--- src/rtl/run_controller_pkg.sv ---
// Shared types for the run sequencer: FSM states and the run outcome reported to the host.
package run_controller_pkg;

    typedef enum logic [1:0] {
        S_IDLE,
        S_RESET,
        S_RUN,
        S_DONE
    } run_state_e;

    typedef enum logic [2:0] {
        ST_NONE,
        ST_PASS,
        ST_FAIL,
        ST_TIMEOUT,
        ST_HANG
    } run_status_e;

endpackage

--- src/rtl/run_controller_if.sv ---
// Core-facing bundle of the run sequencer: start request, PC/store snoop inputs, run results out.
interface run_controller_if #(
    parameter int unsigned CNT_W = 32
);
    import run_controller_pkg::*;

    logic              start_i;
    logic [31:0]       pc_i;
    logic              st_en_i;
    logic [31:0]       st_addr_i;
    logic [31:0]       st_data_i;
    logic              core_rst_no;
    logic              running_o;
    logic              done_o;
    run_status_e       status_o;
    logic [31:0]       exit_code_o;
    logic [CNT_W-1:0]  cycles_o;

    modport master (
        output start_i, pc_i, st_en_i, st_addr_i, st_data_i,
        input  core_rst_no, running_o, done_o, status_o, exit_code_o, cycles_o
    );

    modport slave (
        input  start_i, pc_i, st_en_i, st_addr_i, st_data_i,
        output core_rst_no, running_o, done_o, status_o, exit_code_o, cycles_o
    );

endinterface

--- src/rtl/run_controller_sat_counter.sv ---
// Saturating up-counter with synchronous clear (clear wins over enable); max_o flags all-ones.
// One-cycle update latency; no backpressure, the counter simply stops at all-ones.
module run_controller_sat_counter #(
    parameter int unsigned W = 32
) (
    input  logic         clk_i,
    input  logic         rst_i,
    input  logic         clr_i,
    input  logic         en_i,
    output logic [W-1:0] q_o,
    output logic         max_o
);

    logic [W-1:0] q_q, q_d;

    assign max_o = &q_q;
    assign q_o   = q_q;

    always_comb begin
        q_d = q_q;
        if (clr_i) begin
            q_d = '0;
        end else if (en_i && !max_o) begin
            q_d = q_q + W'(1);
        end
    end

    always_ff @(posedge clk_i or posedge rst_i) begin
        if (rst_i) begin
            q_q <= '0;
        end else begin
            q_q <= q_d;
        end
    end

endmodule

--- src/rtl/run_controller.sv ---
// Run sequencer: holds the core in reset, runs it, ends the run on tohost store, watchdog or PC hang.
// All outputs registered (status one cycle after the deciding sample); start_i only acts in IDLE/DONE.
module run_controller
    import run_controller_pkg::*;
#(
    parameter int unsigned RST_CYCLES     = 3,
    parameter int unsigned TIMEOUT_CYCLES = 200,
    parameter int unsigned HANG_CYCLES    = 16,
    parameter logic [31:0] TOHOST_ADDR    = 32'h0000_7000,
    parameter bit          AUTO_START     = 1'b1,
    parameter int unsigned CNT_W          = 32
) (
    input  logic            clk_i,
    input  logic            rst_i,
    run_controller_if.slave bus
);

    run_state_e       state_q, state_d;
    run_status_e      status_q, status_d;
    logic [31:0]      exit_q, exit_d;
    logic [31:0]      pc_prev_q;
    logic             core_rst_n_q, running_q, done_q;
    logic [CNT_W-1:0] rst_cnt, cyc_cnt, stall_cnt;
    logic             rst_max_unused, cyc_max_unused, stall_max_unused;
    logic             start_run, first_run, pc_same;
    logic             tohost_hit, timeout_hit, hang_hit, reset_last;

    assign start_run   = ((state_q == S_IDLE) && (AUTO_START || bus.start_i)) ||
                         ((state_q == S_DONE) && bus.start_i);
    // The cycle counter is still zero during the first RUN cycle, so no PC snapshot exists yet.
    assign first_run   = (cyc_cnt == '0);
    assign pc_same     = (state_q == S_RUN) && !first_run && (bus.pc_i == pc_prev_q);
    assign tohost_hit  = bus.st_en_i && (bus.st_addr_i == TOHOST_ADDR) && bus.st_data_i[0];
    assign timeout_hit = (TIMEOUT_CYCLES != 0) && (cyc_cnt == CNT_W'(TIMEOUT_CYCLES - 1));
    assign hang_hit    = (HANG_CYCLES != 0) && pc_same && (stall_cnt == CNT_W'(HANG_CYCLES - 1));
    assign reset_last  = (rst_cnt == CNT_W'(RST_CYCLES - 1));

    always_comb begin
        state_d  = state_q;
        status_d = status_q;
        exit_d   = exit_q;
        unique case (state_q)
            S_IDLE: begin
                if (start_run) state_d = S_RESET;
            end
            S_RESET: begin
                if (reset_last) state_d = S_RUN;
            end
            S_RUN: begin
                if (tohost_hit) begin
                    state_d = S_DONE;
                    if (bus.st_data_i == 32'd1) begin
                        status_d = ST_PASS;
                        exit_d   = '0;
                    end else begin
                        status_d = ST_FAIL;
                        exit_d   = bus.st_data_i >> 1;
                    end
                end else if (timeout_hit) begin
                    state_d  = S_DONE;
                    status_d = ST_TIMEOUT;
                end else if (hang_hit) begin
                    state_d  = S_DONE;
                    status_d = ST_HANG;
                end
            end
            S_DONE: begin
                if (start_run) begin
                    state_d  = S_RESET;
                    status_d = ST_NONE;
                    exit_d   = '0;
                end
            end
            default: state_d = S_IDLE;
        endcase
    end

    always_ff @(posedge clk_i or posedge rst_i) begin
        if (rst_i) begin
            state_q      <= S_IDLE;
            status_q     <= ST_NONE;
            exit_q       <= '0;
            pc_prev_q    <= '0;
            core_rst_n_q <= 1'b0;
            running_q    <= 1'b0;
            done_q       <= 1'b0;
        end else begin
            state_q      <= state_d;
            status_q     <= status_d;
            exit_q       <= exit_d;
            if (state_q == S_RUN) pc_prev_q <= bus.pc_i;
            core_rst_n_q <= (state_d == S_RUN);
            running_q    <= (state_d == S_RUN);
            done_q       <= (state_d == S_DONE);
        end
    end

    run_controller_sat_counter #(.W(CNT_W)) u_rst_cnt (
        .clk_i (clk_i),
        .rst_i (rst_i),
        .clr_i (state_q != S_RESET),
        .en_i  (state_q == S_RESET),
        .q_o   (rst_cnt),
        .max_o (rst_max_unused)
    );

    run_controller_sat_counter #(.W(CNT_W)) u_cyc_cnt (
        .clk_i (clk_i),
        .rst_i (rst_i),
        .clr_i (start_run),
        .en_i  (state_q == S_RUN),
        .q_o   (cyc_cnt),
        .max_o (cyc_max_unused)
    );

    run_controller_sat_counter #(.W(CNT_W)) u_stall_cnt (
        .clk_i (clk_i),
        .rst_i (rst_i),
        .clr_i (!pc_same),
        .en_i  (pc_same),
        .q_o   (stall_cnt),
        .max_o (stall_max_unused)
    );

    assign bus.core_rst_no = core_rst_n_q;
    assign bus.running_o   = running_q;
    assign bus.done_o      = done_q;
    assign bus.status_o    = status_q;
    assign bus.exit_code_o = exit_q;
    assign bus.cycles_o    = cyc_cnt;

endmodule

--- src/flat_wrapper.sv ---
// flat-port wrapper written by rule: the top's interface ports become plain ports
module run_controller_flat import run_controller_pkg::*;
#(
    parameter int unsigned RST_CYCLES     = 3,
    parameter int unsigned TIMEOUT_CYCLES = 200,
    parameter int unsigned HANG_CYCLES    = 16,
    parameter logic [31:0] TOHOST_ADDR    = 32'h0000_7000,
    parameter bit          AUTO_START     = 1'b1,
    parameter int unsigned CNT_W          = 32
)
  (clk_i, rst_i, bus_start_i, bus_pc_i, bus_st_en_i, bus_st_addr_i, bus_st_data_i, bus_core_rst_no, bus_running_o, bus_done_o, bus_status_o, bus_exit_code_o, bus_cycles_o);
  run_controller_if #(.CNT_W(CNT_W)) bus_i ();
  input  logic clk_i;
  input  logic rst_i;
  input wire logic [$bits(bus_i.start_i)-1:0] bus_start_i;
  input wire logic [$bits(bus_i.pc_i)-1:0] bus_pc_i;
  input wire logic [$bits(bus_i.st_en_i)-1:0] bus_st_en_i;
  input wire logic [$bits(bus_i.st_addr_i)-1:0] bus_st_addr_i;
  input wire logic [$bits(bus_i.st_data_i)-1:0] bus_st_data_i;
  output wire logic [$bits(bus_i.core_rst_no)-1:0] bus_core_rst_no;
  output wire logic [$bits(bus_i.running_o)-1:0] bus_running_o;
  output wire logic [$bits(bus_i.done_o)-1:0] bus_done_o;
  output wire logic [$bits(bus_i.status_o)-1:0] bus_status_o;
  output wire logic [$bits(bus_i.exit_code_o)-1:0] bus_exit_code_o;
  output wire logic [$bits(bus_i.cycles_o)-1:0] bus_cycles_o;
  assign bus_i.start_i = bus_start_i;
  assign bus_i.pc_i = bus_pc_i;
  assign bus_i.st_en_i = bus_st_en_i;
  assign bus_i.st_addr_i = bus_st_addr_i;
  assign bus_i.st_data_i = bus_st_data_i;
  assign bus_core_rst_no = bus_i.core_rst_no;
  assign bus_running_o = bus_i.running_o;
  assign bus_done_o = bus_i.done_o;
  assign bus_status_o = bus_i.status_o;
  assign bus_exit_code_o = bus_i.exit_code_o;
  assign bus_cycles_o = bus_i.cycles_o;
  run_controller #(.RST_CYCLES(RST_CYCLES), .TIMEOUT_CYCLES(TIMEOUT_CYCLES), .HANG_CYCLES(HANG_CYCLES), .TOHOST_ADDR(TOHOST_ADDR), .AUTO_START(AUTO_START), .CNT_W(CNT_W)) u_core (.clk_i(clk_i), .rst_i(rst_i), .bus(bus_i));
endmodule
--- config.mk ---
export PLATFORM = sky130hd
export DESIGN_NAME = run_controller_flat
export DESIGN_NICKNAME = d
export VERILOG_FILES = /design/src/rtl/run_controller_pkg.sv /design/src/rtl/run_controller_if.sv /design/src/rtl/run_controller_sat_counter.sv /design/src/rtl/run_controller.sv /design/src/flat_wrapper.sv
export SDC_FILE = /design/constraint.sdc
export NUM_CORES = 1
export LEC_CHECK = 0
export BUFFER_PORTS_ARGS = -buffer_cell sky130_fd_sc_hd__clkbuf_2
export CAP_MARGIN = 20
export CORE_UTILIZATION = 45
export CTS_CLUSTER_DIAMETER = 60
export CTS_CLUSTER_SIZE = 12
export DETAILED_ROUTE_END_ITERATION = 8
export PLACE_DENSITY_LB_ADDON = 0.15
export SLEW_MARGIN = 20
export SYNTH_ARGS = -nofsm -noshare
export SYNTH_HDL_FRONTEND = slang
export SYNTH_SLANG_ARGS = --single-unit
--- constraint.sdc ---
create_clock -name clk_i -period 5.6 [get_ports clk_i]
set_input_delay 0.56 -clock clk_i [delete_from_list [all_inputs] [get_ports clk_i]]
set_output_delay 0.56 -clock clk_i [all_outputs]
set_load 0.02 [all_outputs]
Yosys cells after proc, flatten, opt, wreduce, memory -nomap -nowiden:

Cells that the tools add are included.

* $add $sub $neg: 3
* eq/ne operators: 16
* multiplexer cells: 22
* reduce and logical (&&, ||, !) cells: 25

Operator list (count)
* two-way mux 32 bit: 8
* adder 32 x 1 -> 32 bit (second input constant): 3
* AND reduction 32 bit: 3
* one-hot mux 32 bit (2 select lines): 1
* == test 32 x 1 -> 1 bit (second input constant): 1
* == test 32 x 15 -> 1 bit (second input constant): 1
* == test 32 x 2 -> 1 bit (second input constant): 1
* == test 32 bit: 1
* == test 32 x 4 -> 1 bit (second input constant): 1
* == test 32 x 8 -> 1 bit (second input constant): 1
* zero test 32 bit: 1
* two-way mux 31 bit: 1
* two-way mux 2 bit: 6
* two-way mux 3 bit: 4
* logical AND 1 bit: 9
* == test 2 bit (second input constant): 4
* != test 2 x 1 -> 1 bit (second input constant): 4
* one-hot mux 2 bit (3 select lines): 1
* one-hot mux 3 bit (2 select lines): 1
* AND reduction 3 bit: 2
* nonzero test 2 bit: 3
* zero test 1 bit: 4
* != test 4 x 1 -> 1 bit (second input constant): 1
* == test 2 x 1 -> 1 bit (second input constant): 1
* other kinds (3): 3

* register bits after elaboration: 167
* input bits: 100
* output and inout bits: 70
* logic and storage cells: 75

Depth between registers and ports, before layout:

Gate-level depths: netlist (run 1).

* depth after elaboration: 10
* depth in mapped cells: 9
* depth with buffers taken out: 8

Hierarchy:

A second synthesis (run 1) with hierarchy kept.

* cells, all modules: 957
* area total of the unflattened synthesis: 9125.0 um2

By module, submodules not included
* run_controller_sat_counter: times used 3, cells each 192, area each 1821.7 um2, sequential area each 800.8 um2
* run_controller: times used 1, cells each 381, area each 3659.8 um2, sequential area each 1751.7 um2

Least setup slack after synthesis (run 1):

No wires, ideal clock.

* path kind: input to register
* start point: input port bus_st_addr_i[15]
* end point: register u_core.exit_q[0] (netlist: u_core.bus.exit_code_o[0])
* setup time: 0.117 ns
* arrival: 2.080 ns
* data required time: 5.483 ns
* path slack: 3.403 ns
* cell stages on the path: 8
* buffers on the path: 2
* path through: nand4b_1 or3_1 or3_1 buf_2 a211o_1 buf_2 nand2_1 nand2_1

* word-level cells in the longest chain between the ends: 5

Ends and longest elaborated chain
* start, declared: line flat_wrapper.sv:18 `input wire logic [$bits(bus_i.st_addr_i)-1:0] bus_st_addr_i;`
* == test 32 x 15 -> 1 bit: line run_controller.sv:33 `assign tohost_hit = bus.st_en_i && (bus.st_addr_i == TOHOST_ADDR) && bus.st_data_i[0];`
* logical AND 1 bit (2 in series): line run_controller.sv:33
* != test 2 x 1 -> 1 bit (no line)
* AND reduction 3 bit (no line)
* end signal, assigned: line run_controller.sv:90 `exit_q <= exit_d;`
* end, declared: line run_controller.sv:20 `logic [31:0] exit_q, exit_d;`

Every way passes these cells.
A chain may end at the register's enable or synchronous reset.

Final worst setup path (run 1):

* start point: register u_core.state_q[0]
* end point: register u_core.status_q[2] (netlist: u_core.bus.status_o[2])

* word-level cells in the longest chain between the ends: 6
* elaborated cells on any way between the ends: 13
* those cells by class: 4 x eq/ne; 1 x mux; 8 x reduce/logical

Ends and longest elaborated chain
* start, declared: line run_controller.sv:18 `run_state_e state_q, state_d;`
* start signal, assigned: line run_controller.sv:88 `state_q <= state_d;`
* == test 2 bit: line run_controller.sv:32, run_controller.sv:42
* logical AND 1 bit (2 in series): line run_controller.sv:32 `assign pc_same = (state_q == S_RUN) && !first_run && (bus.pc_i == pc_prev_q);`
* logical AND 1 bit: line run_controller.sv:35 `assign hang_hit = (HANG_CYCLES != 0) && pc_same && (stall_cnt == CNT_W'(HANG_CYCLES - 1));`
* != test 4 x 1 -> 1 bit (no line)
* AND reduction 3 bit (no line)
* end signal, assigned: line run_controller.sv:89 `status_q <= status_d;`
* end, declared: line run_controller.sv:19 `run_status_e status_q, status_d;`

Several ways; a longest one is shown, not always the timed one.

==> results of run 1 <==
-- layer usage --
layer,share of wire,wire length [um],vias up,track usage
met5,0,0,-,0
li1,-,-,3491,-
met1,0.48,9640,3459,0.309
met4,0.017,347,0,0.0761
met2,0.48,9650,117,0.342
met3,0.028,561,24,0.0333
-- through the flow --
| step | total power, mW | setup WS (ns) |
|---|---|---|
| final | 3.09 | 2.76 |
| after floorplan | 1.70 | 0.550 |
| after detailed placement | 1.91 | 2.57 |
| after CTS | 3.13 | 2.53 |
| after global placement | 1.90 | 2.59 |
| after global routing | 3.24 | 2.45 |
-- synth_stat cells, types with 3 or more instances --
master / n / area, um2
a21boi_1: 3 / 22.5
a21oi_1: 14 / 70.1
and2_1: 25 / 156
and3_1: 23 / 144
and4_1: 12 / 105
buf_1: 3 / 11.3
buf_2: 8 / 40.0
buf_4: 6 / 45.0
clkbuf_1: 15 / 56.3
dfrtp_1: 166 / 4150
ha_1: 9 / 113
inv_1: 19 / 71.3
mux2_2: 28 / 315
mux2i_1: 4 / 40.0
nand2_1: 112 / 420
nand2b_1: 5 / 31.3
nand3_1: 63 / 315
nand4_1: 49 / 307
nor2_1: 66 / 248
nor2b_1: 9 / 56.3
nor3_1: 16 / 80.1
nor4_1: 34 / 213
nor4b_1: 6 / 52.6
o211ai_1: 6 / 45.0
o21ai_0: 20 / 100
or3_1: 20 / 125
xnor2_1: 57 / 499
xor2_1: 42 / 368
-- where the power goes --
group	internal, mW	switching, mW
Combinational	0.165	0.314
Clock	0.718	0.500
Sequential	1.33	0.0709
Total	2.21	0.886
-- worst paths after layout --
kind                                           startpoint                        end  slack (ns)  cells past startpoint
worst max register to register          u_core.state_q[0]     u_core.bus.status_o[2]        2.76                      8
worst min-delay path                                rst_i   u_core.u_rst_cnt.q_o[21]        0.16                      2
max in group asynchronous                           rst_i       u_core.pc_prev_q[30]        4.15                      3
worst max-delay path                    u_core.state_q[0]     u_core.bus.status_o[2]        2.76                      8
worst min register to register  u_core.bus.exit_code_o[7]  u_core.bus.exit_code_o[7]        0.46                      2
min in group clk_i                       bus_st_data_i[3]  u_core.bus.exit_code_o[2]        0.36                      3
-- flip-flops by register name, summed over array words and instances, names as in the netlist --
register / cells
u_core.bus.core_rst_no: 1
u_core.pc_prev_q: 32
u_core.bus.exit_code_o: 31
u_core.u_stall_cnt.q_o: 32
u_core.u_cyc_cnt.q_o: 32
u_core.u_rst_cnt.q_o: 32
u_core.bus.done_o: 1
u_core.state_q: 2
u_core.bus.status_o: 3
-- logic make-up (layout without fill, tap and decap cells) --
logic type	after synthesis	after routing	share of synthesized area
other	1	1	0.000432
AO/OA/AOI/OAI	73	73	0.0605
AND/OR/NAND/NOR	456	456	0.279
XOR/XNOR	99	99	0.0998
buffers and inverters	53	226	0.0275
multiplexers	32	32	0.0409
flip-flops	166	166	0.478
adder cells (fa/ha/maj)	9	9	0.0130
-- cell type report --
class / count / area, um2 / share of cell area
clock buffer: 18 / 439 / 0.0423
clock inverter: 13 / 173 / 0.0166
inverter: 20 / 80.1 / 0.00772
multi-input combinational: 670 / 4310 / 0.415
sequential: 166 / 4150 / 0.400
tap: 260 / 325 / 0.0314
timing repair buffer: 175 / 893 / 0.0861
==> impl_results.md, run 1 <==
* Status: finished clean
* Row cnt at 50
* Antenna-violating nets left at 0
* CP startpoint kind: flip-flop
* Crit-path slowest cell: nand4_1
* # H-tree levels at 4
* Seq/Total Area, Yosys at 0.478
* Top Ports at 170
* #FFs+latches synth at ~170
* Clk_lat worst skew at roughly 0.43 ns
* Post-Route WL at between 20000 and 25000 um
* Core ar. at 18800 um2
* Hpwl dp at about 14000 um
* Clk buf depth at 2
* RePlAce Congestion at 0.842
* Worst Tran Pin Value at approximately 1 ns
* Rel. slew slack at 0.333
* Crit end category: flip-flop
* GRT Total Usage at 0.218
* EDFF count, synth at 0
* Final hold violation count at 0
* Post-Layout Inst Area at ~10000 um2
* Clk sink count at 166
* Port buffer count at around 170
* DP Cell Count at around 1.3k
* Layout Utilization at 0.551
* Ant diodes at 0
* CTS Hold Bufs at 0
* Final-stage net count at between 1k and 1.5k
* Buf/Inv on CP at 2
* FFs w/ async S/R, synth at 1.00
* Starting density of the core at 0.461
* Drt pass-1 iters at 5
* Crit-path max FO at 20
* Initial DRC Count at 460
* Global-route wire length before repair at approximately 35000 um
* Cts repair resizes at 0
* Achievable Freq at between 300 and 400 MHz
* Worst path cell trace: inv_1 > ha_2 > inv_2 > a2111o_1 > nor4_1 > nand4_1 > or2_1 > o211ai_1
* Fin. max-slew vios at 0
* Required @ worst endpoint at 5.95 ns
* Worst-path clk slew at roughly 0.07 ns
* CP max stage delay at roughly 0.73 ns
* Fill cells at 1672
* WL/cell at 15.3 um
* Setup TNS at 0 ns
* Vias post-DR at about 7k
* Clk Tree Root Cell: clkbuf_16
* Max Clock Skew at around 0.0072 ns
* Die ar. at between 15000 and 20000 um2
* Grt total ovfl at 0
* Post-route insts no fill at 1322
* Commonest non-fill, non-tap cells in the layout: clkbuf_2 (168), dfrtp_1 (166), nand2_1 (112)
* Placed Area at approximately 9800 um2
* Largest net degree at the start of global routing at 74
* CP Class: reg -> reg
* Mean Syn Cell Area at just under 10 um2
* Postcts setup bufs at 0
* Area Growth Syn to Fin at 19.4%
* Period utilisation layout at 0.508
* Antenna violations before repair at 0
* Post-DR vias/cell at between 5 and 6
* Layout cell share with drive strength beyond 1 at 0.241
* Final Hold Slack at 0.163 ns
* Final min period at around 2.8 ns
* Syn_nets at 998
* Mapped Area at 8680 um2
* Residual DRC at 0
* Max-cap check violation count at 0
* Yosys synthesis warning count at 0
* Worst path arrival time at roughly 3.2 ns
* Predominant post-synthesis flop cell: dfrtp_1
* Die H at 141 um
* Pwr/cell area at 298 nW/um2
* Vias in the first global route at 6939
* Final setup vio count at 0
* Cells after synthesis at just under 900
* RSZ-0062 raised after global routing: false
* Total CTS buffers at 17
* Netlist cell types at between 60 and 70
* Die Wd at 141 um
* Worst Hold Class: in -> async
* CTS tree: done
* Delay-heaviest family, CP: simple AND/OR/NAND/NOR gates
* Lkg Pwr at 4.80 nW
* Commonest non-fill, non-tap cell in the layout: clkbuf_2
* Worst VDD drop at 0.192 mV
Power figures use the tool's default switching activity.
==> run 2, diff against run 1 <==
==> constraint.sdc (replaced) <==
create_clock -name clk_i -period 2.5 [get_ports clk_i]
set_input_delay 0.25 -clock clk_i [delete_from_list [all_inputs] [get_ports clk_i]]
set_output_delay 0.25 -clock clk_i [all_outputs]
set_load 0.02 [all_outputs]
==> run 2 against run 1 <==
Net effect:
- die area stayed put
- design area grew 1.5%
- sequential power grew 120%
- final cell count is 1.7% higher
- sequential cell count unchanged
- fmax increased by 22%
- global-route usage is 0.79 points lower
- via count increased by 0.30%
- power increased by 120%
- hold slack worse by 0.11 ns
- sequential share of layout area is 0.60 points lower
- non-clock buffer count is 21 higher
==> impl_results.md, run 2 (synthesis gave the netlist of run 1 again) <==
* Final-stage net count at 1180 (+1.8%)
* CP startpoint kind: flip-flop
* Hpwl dp at 14500 um (about the same)
* Placement Setup Slack at 0.185 ns (-2.38 ns)
* Post-route insts no fill at 1344 (+1.7%)
* Commonest non-fill, non-tap cells in the layout: clkbuf_2 (168), dfrtp_1 (166), nand2_1 (112)
* RSZ-0062 raised after global routing: false
* Clk Tree Root Cell: clkbuf_16
* Post-DR vias/cell at 5.29 (-1.3%)
* Clk_lat worst skew at 0.43 ns (about the same)
* Cells on worst reg2reg path at 6 (-2)
* Layout cell share with drive strength beyond 1 at 0.255 (+0.0136)
* Clk sink count at 166 (unchanged)
* Vias in the first global route at 6525 (-6.0%)
* Die H at 141 um (unchanged)
* Worst path arrival time at 2.62 ns (-0.57 ns)
* Worst Tran Pin Value at 0.588 ns (-0.412 ns)
* Worst Slack Setup Final at 0.170 ns (-2.59 ns)
* Final total power at 6.83 mW (+120%)
* Ant diodes at 0 (unchanged)
* Fill cells at 1731 (+3.5%)
* Die Wd at 141 um (unchanged)
* Row cnt at 50 (unchanged)
* Worst VDD drop at 0.483 mV (+150%)
* Pwr/cell area at 648 nW/um2 (+120%)
* Crit end category: flip-flop
* Final setup vio count at 0 (unchanged)
* Max Clock Skew at 0.0127 ns (+0.00551 ns)
* Post-Route WL at 20100 um (-0.49%)
* Crit-path max FO at 10 (-50%)
* Starting density of the core at 0.461 (unchanged)
* Grt total ovfl at 0 (unchanged)
* Total CTS buffers at 17 (unchanged)
* Area Growth Syn to Fin at 21.3%
* Vias post-DR at 7112 (+0.30%)
* GRT Total Usage at 0.210 (-0.00791)
* Required @ worst endpoint at 2.79 ns (-3.16 ns)
* Achievable Freq at 429 MHz (+22%)
* CP Class: reg -> reg
* Commonest non-fill, non-tap cell in the layout: clkbuf_2
* Hold Crit Depth at 3
* Max-cap check violation count at 0 (unchanged)
* Worst Hold Class: in -> reg
* Antenna-violating nets left at 0 (unchanged)
* Final hold violation count at 0 (unchanged)
* Rel. slew slack at 0.607 (+0.274)
* Initial DRC Count at 380 (-17%)
* RePlAce Congestion at 0.878 (+4.2%)
* Top Ports at 170 (unchanged)
* Fin. max-slew vios at 0 (unchanged)
* Antenna violations before repair at 0 (unchanged)
* Port buffer count at 168 (unchanged)
* DP Cell Count at 1309 (+1.4%)
* Global-route wire length before repair at 33400 um (-3.5%)
* Status: finished clean
* # H-tree levels at 4 (unchanged)
* Final min period at 2.33 ns (-0.515 ns)
* WL/cell at 15.0 um (-2.1%)
* Core ar. at 18800 um2 (unchanged)
* Clk buf depth at 2 (unchanged)
* Period utilisation layout at 0.932 (+0.424)
* Largest net degree at the start of global routing at 79 (+6.8%)
* Worst-path clk slew at 0.07 ns (about the same)
* Residual DRC at 0 (unchanged)
* CTS tree: done
* Lkg Pwr at 4.90 nW (+2.2%)
* Setup TNS at 0 ns (unchanged)
* Die ar. at 19900 um2 (unchanged)
* Drt pass-1 iters at 4 (-1)
-- run 2: cell count changes in the layout (fill, tap and decap cells not counted), sizes merged --
cell,before,now
buf,7,27
bufinv,3,2
clkinv,2,4
clkinvlp,4,5
dlygate4sd3,0,1
inv,24,23
-- run 2: routing by layer --
metal,GRT usage,wire length [um]
met1,0.303,9570
met2,0.329,9780
met3,0.0360,571
met4,0.0555,176
met5,0,0
-- run 2: worst paths after layout --
path	startpoint	end	slack, ns
setup / recovery	u_core.u_cyc_cnt.q_o[9]	u_core.u_cyc_cnt.q_o[21]	0.17
hold / removal	bus_st_data_i[14]	u_core.bus.exit_code_o[13]	0.05
setup reg to reg	u_core.u_cyc_cnt.q_o[9]	u_core.u_cyc_cnt.q_o[21]	0.17
hold reg to reg	u_core.bus.exit_code_o[11]	u_core.bus.exit_code_o[11]	0.46
max in group asynchronous	rst_i	u_core.u_cyc_cnt.q_o[30]	1.30
min in group asynchronous	rst_i	u_core.u_stall_cnt.q_o[1]	0.41
-- run 2: what timing repair did --
| item | in CTS | in global routing |
|---|---|---|
| endpoints found under the hold margin | 21 | 0 |
| hold buffers | 1 | 0 |
| gates resized for setup | 0 | 1 |
| setup buffers | 0 | 2 |
| endpoints found under the setup margin | 0 | 3 |
-- run 2: power by group --
part / switching (mW) / internal [mW] / leakage, nW
combinational: 0.703 / 0.377 / 2.41
sequential: 0.158 / 2.97 / 2.22
clock: 1.11 / 1.51 / 0.280
-- run 2: final cells by class --
type	instances	area, um2	share of cell area
Multi-Input combinational cell	670	4310	0.409
Sequential cell	166	4150	0.394
Timing Repair Buffer	196	1080	0.102
Clock buffer	18	439	0.0417
Tap cell	260	325	0.0309
Clock inverter	14	149	0.0141
Inverter	20	78.8	0.00749
-- run 2: worst max-delay path, cell delays in order, from the launching register on --
cell	delay, ns
dfrtp_1	0.47
nand4_1	0.23
or3_4	0.48
o41a_2	0.63
nand4_1	0.17
xor2_1	0.16
nor2_1	0.05
-- run 2: per-stage QoR --
| step | utilization | hold WS, ns | area, um2 |
|---|---|---|---|
| 5_1_grt | 0.559 | 0.0446 | 10500 |
| 3_3_place_gp | 0.527 | 0.321 | 9920 |
| 6_report | 0.559 | 0.0511 | 10500 |
| 4_1_cts | 0.558 | 0.0341 | 10500 |
| 2_1_floorplan | - | 0.371 | 8690 |
| 3_5_place_dp | 0.527 | 0.323 | 9920 |
==> run 3, diff against run 2 <==
--- a/config.mk
+++ b/config.mk
@@ -11,6 +11,7 @@
 export CTS_CLUSTER_DIAMETER = 60
 export CTS_CLUSTER_SIZE = 12
 export DETAILED_ROUTE_END_ITERATION = 8
+export GPL_TIMING_DRIVEN = 0
 export PLACE_DENSITY_LB_ADDON = 0.15
 export SLEW_MARGIN = 20
 export SYNTH_ARGS = -nofsm -noshare
==> constraint.sdc (replaced) <==
create_clock -name clk_i -period 2.5 [get_ports clk_i]
set_input_delay 0.75 -clock clk_i [delete_from_list [all_inputs] [get_ports clk_i]]
set_output_delay 0.75 -clock clk_i [all_outputs]
set_load 0.02 [all_outputs]
==> run 3 against run 2 <==
Net effect:
- final cell count increased by 0.97%
- critical path depth grew 3
- global-route usage rose by 0.86 points
- first-iteration DRC count is 9.7% lower
- critical endpoint is now u_core.bus.exit_code_o[9]
- sequential share of layout area decreased by 0.41 points
- hold slack better by 0.33 ns
- design area increased by 1.1%
- utilization is 0.59 points higher
- routed wire length up 3.9%
- register-to-register slack gained 0.02 ns
- combinational power about the same
==> impl_results.md, run 3 (synthesis gave the netlist of run 1 again) <==
* CP max stage delay at 0.44 ns (-0.19 ns)
* CP Class: in -> reg
* Antenna violations before repair at 0 (unchanged)
* Reg2Reg Setup Slack at 0.19 ns (+0.02 ns)
* Worst path cell trace: clkbuf_2 > nand4b_1 > or3_1 > or3_1 > buf_2 > a211oi_2 > buf_4 > nand3_1 > nand2_1
* Required @ worst endpoint at 2.86 ns (+0.07 ns)
* Largest net degree at the start of global routing at 33 (-58%)
* Hpwl dp at 15500 um (+7.3%)
* Final setup vio count at 0 (unchanged)
* Layout cell share with drive strength beyond 1 at 0.251 (-0.00393)
* Multi-input logic area at 4300 um2 (-0.15%)
* Commonest non-fill, non-tap cells in the layout: clkbuf_2 (169), dfrtp_1 (166), nand2_1 (112)
* Worst path arrival time at 2.79 ns (+0.17 ns)
* Die ar. at 19900 um2 (unchanged)
* Crit-path max FO at 10 (unchanged)
* CTS tree: done
* Clk_lat worst skew at 0.43 ns (about the same)
* Delay-heaviest family, CP: simple AND/OR/NAND/NOR gates
* # H-tree levels at 4 (unchanged)
* Worst Hold Class: in -> async
* Global-route wire length before repair at 34800 um (+4.4%)
* Clk buf depth at 2 (unchanged)
* WL met2 at 10000 um (+2.3%)
* Final-stage net count at 1193 (+1.1%)
* Placement Setup Slack at -0.368 ns (-0.553 ns)
* Post-DR vias/cell at 5.30 (+0.10%)
* CP startpoint kind: input port
* Final min period at 2.43 ns (+0.103 ns)
* Worst VDD drop at 0.455 mV (-5.7%)
* Pwr/cell area at 669 nW/um2 (+3.1%)
* Row cnt at 50 (unchanged)
* Buf/Inv on CP at 3 (+3)
* Achievable Freq at 411 MHz (-4.2%)
* Final Hold Slack at 0.384 ns (+0.332 ns)
* Fin. max-slew vios at 0 (unchanged)
* RSZ-0062 raised after global routing: false
* Crit end category: flip-flop
* Die Wd at 141 um (unchanged)
* Fill cells at 1724 (-0.40%)
* Initial DRC Count at 343 (-9.7%)
* Drt pass-1 iters at 4 (unchanged)
* Total CTS buffers at 17 (unchanged)
* Top Ports at 170 (unchanged)
* Area Growth Syn to Fin at 22.5%
* Vias post-DR at 7188 (+1.1%)
* Worst path most repeated cell: or3_1
* Status: finished clean
* Starting density of the core at 0.461 (unchanged)
* Clk sink count at 166 (unchanged)
* Vias in the first global route at 7010 (+7.4%)
* Post-Layout Inst Area at 10600 um2 (+1.1%)
* Post-Route WL at 20900 um (+3.9%)
* Crit-path slowest cell: a211oi_2
* Final hold violation count at 0 (unchanged)
* Ant diodes at 0 (unchanged)
* RePlAce Congestion at 0.864 (-1.6%)
* Rel. slew slack at 0.564 (-0.0434)
* GRT Total Usage at 0.219 (+0.00861)
* Lkg Pwr at 4.95 nW (+0.96%)
* Worst R2R End: u_core.u_stall_cnt.q_o[8]
* M1 wire length at 9800 um (+2.4%)
* Max-cap check violation count at 0 (unchanged)
* Antenna-violating nets left at 0 (unchanged)
* Worst-path clk slew at 0.07 ns (about the same)
* Port buffer count at 168 (unchanged)
* Commonest non-fill, non-tap cell in the layout: clkbuf_2
* Worst Tran Pin Value at 0.650 ns (+0.0627 ns)
* Clk Tree Root Cell: clkbuf_16
* WL/cell at 15.4 um (+2.9%)
* Die H at 141 um (unchanged)
* Grt total ovfl at 0 (unchanged)
* Post-route insts no fill at 1357 (+0.97%)
* FF+latch area at 4150 um2 (unchanged)
* Worst Slack Setup Final at 0.0671 ns (-0.103 ns)
* RR Startpoint: u_core.u_stall_cnt.q_o[0]
* Metal3 WL at 683 um (+20%)
* Core ar. at 18800 um2 (unchanged)
* Top Layer Used: met4
* Period utilisation layout at 0.973 (+0.0411)
* DP Cell Count at 1322 (+0.99%)
* Max Clock Skew at 0.0169 ns (+0.00414 ns)
* Cells on worst reg2reg path at 9 (+3)
* Placed Area at 9950 um2 (+0.39%)
* Residual DRC at 0 (unchanged)
* Final total power at 7.11 mW (+4.2%)
-- run 3: per-stage QoR --
stage	setup TNS, ns	utilization
floorplan	-60.22	-
global placement	-261.44	0.523
detailed placement	-20.02	0.529
CTS	0	0.564
global route	0	0.565
finish	0	0.565
-- run 3: how the worst max path moves through the flow --
stage	slack [ns]	depth (start not counted)	start	end
detailed placement	-0.37	9	bus_st_addr_i[15]	u_core.bus.exit_code_o[10]
floorplan	-0.36	1	rst_i	u_core.bus.core_rst_no
global placement	-1.46	2	rst_i	u_core.u_cyc_cnt.q_o[11]
global route	0.003	9	u_core.u_stall_cnt.q_o[0]	u_core.u_stall_cnt.q_o[8]
CTS	0.05	9	u_core.u_cyc_cnt.q_o[0]	u_core.u_stall_cnt.q_o[29]
finish	0.07	9	bus_st_addr_i[15]	u_core.bus.exit_code_o[9]
-- run 3: routing by layer --
metal | up-vias | global-route usage
met1 | 3490 | 0.304
li1 | 3551 | -
met2 | 125 | 0.345
met3 | 22 | 0.0353
met5 | - | 0
met4 | 0 | 0.0847
-- run 3: timing repair --
item                                    CTS  global route
pin swaps                                 1             1
endpoints found under the setup margin   37            48
hold buffers                              0             0
buffers inserted                          1             2
resized for setup                         0            12
-- run 3: final cells by class --
type	count	area share
tap	260	0.0306
sequential	166	0.390
buffer	33	0.0161
inverter	20	0.00741
multi-input combinational	670	0.404
timing repair buffer	176	0.0905
clock buffer	18	0.0413
clock inverter	14	0.0198
-- run 3: report_power, final --
part           switching, mW  total (mW)  internal (mW)
registers              0.162        3.13           2.97
logic                  0.709        1.10          0.388
clock network           1.16        2.89           1.73
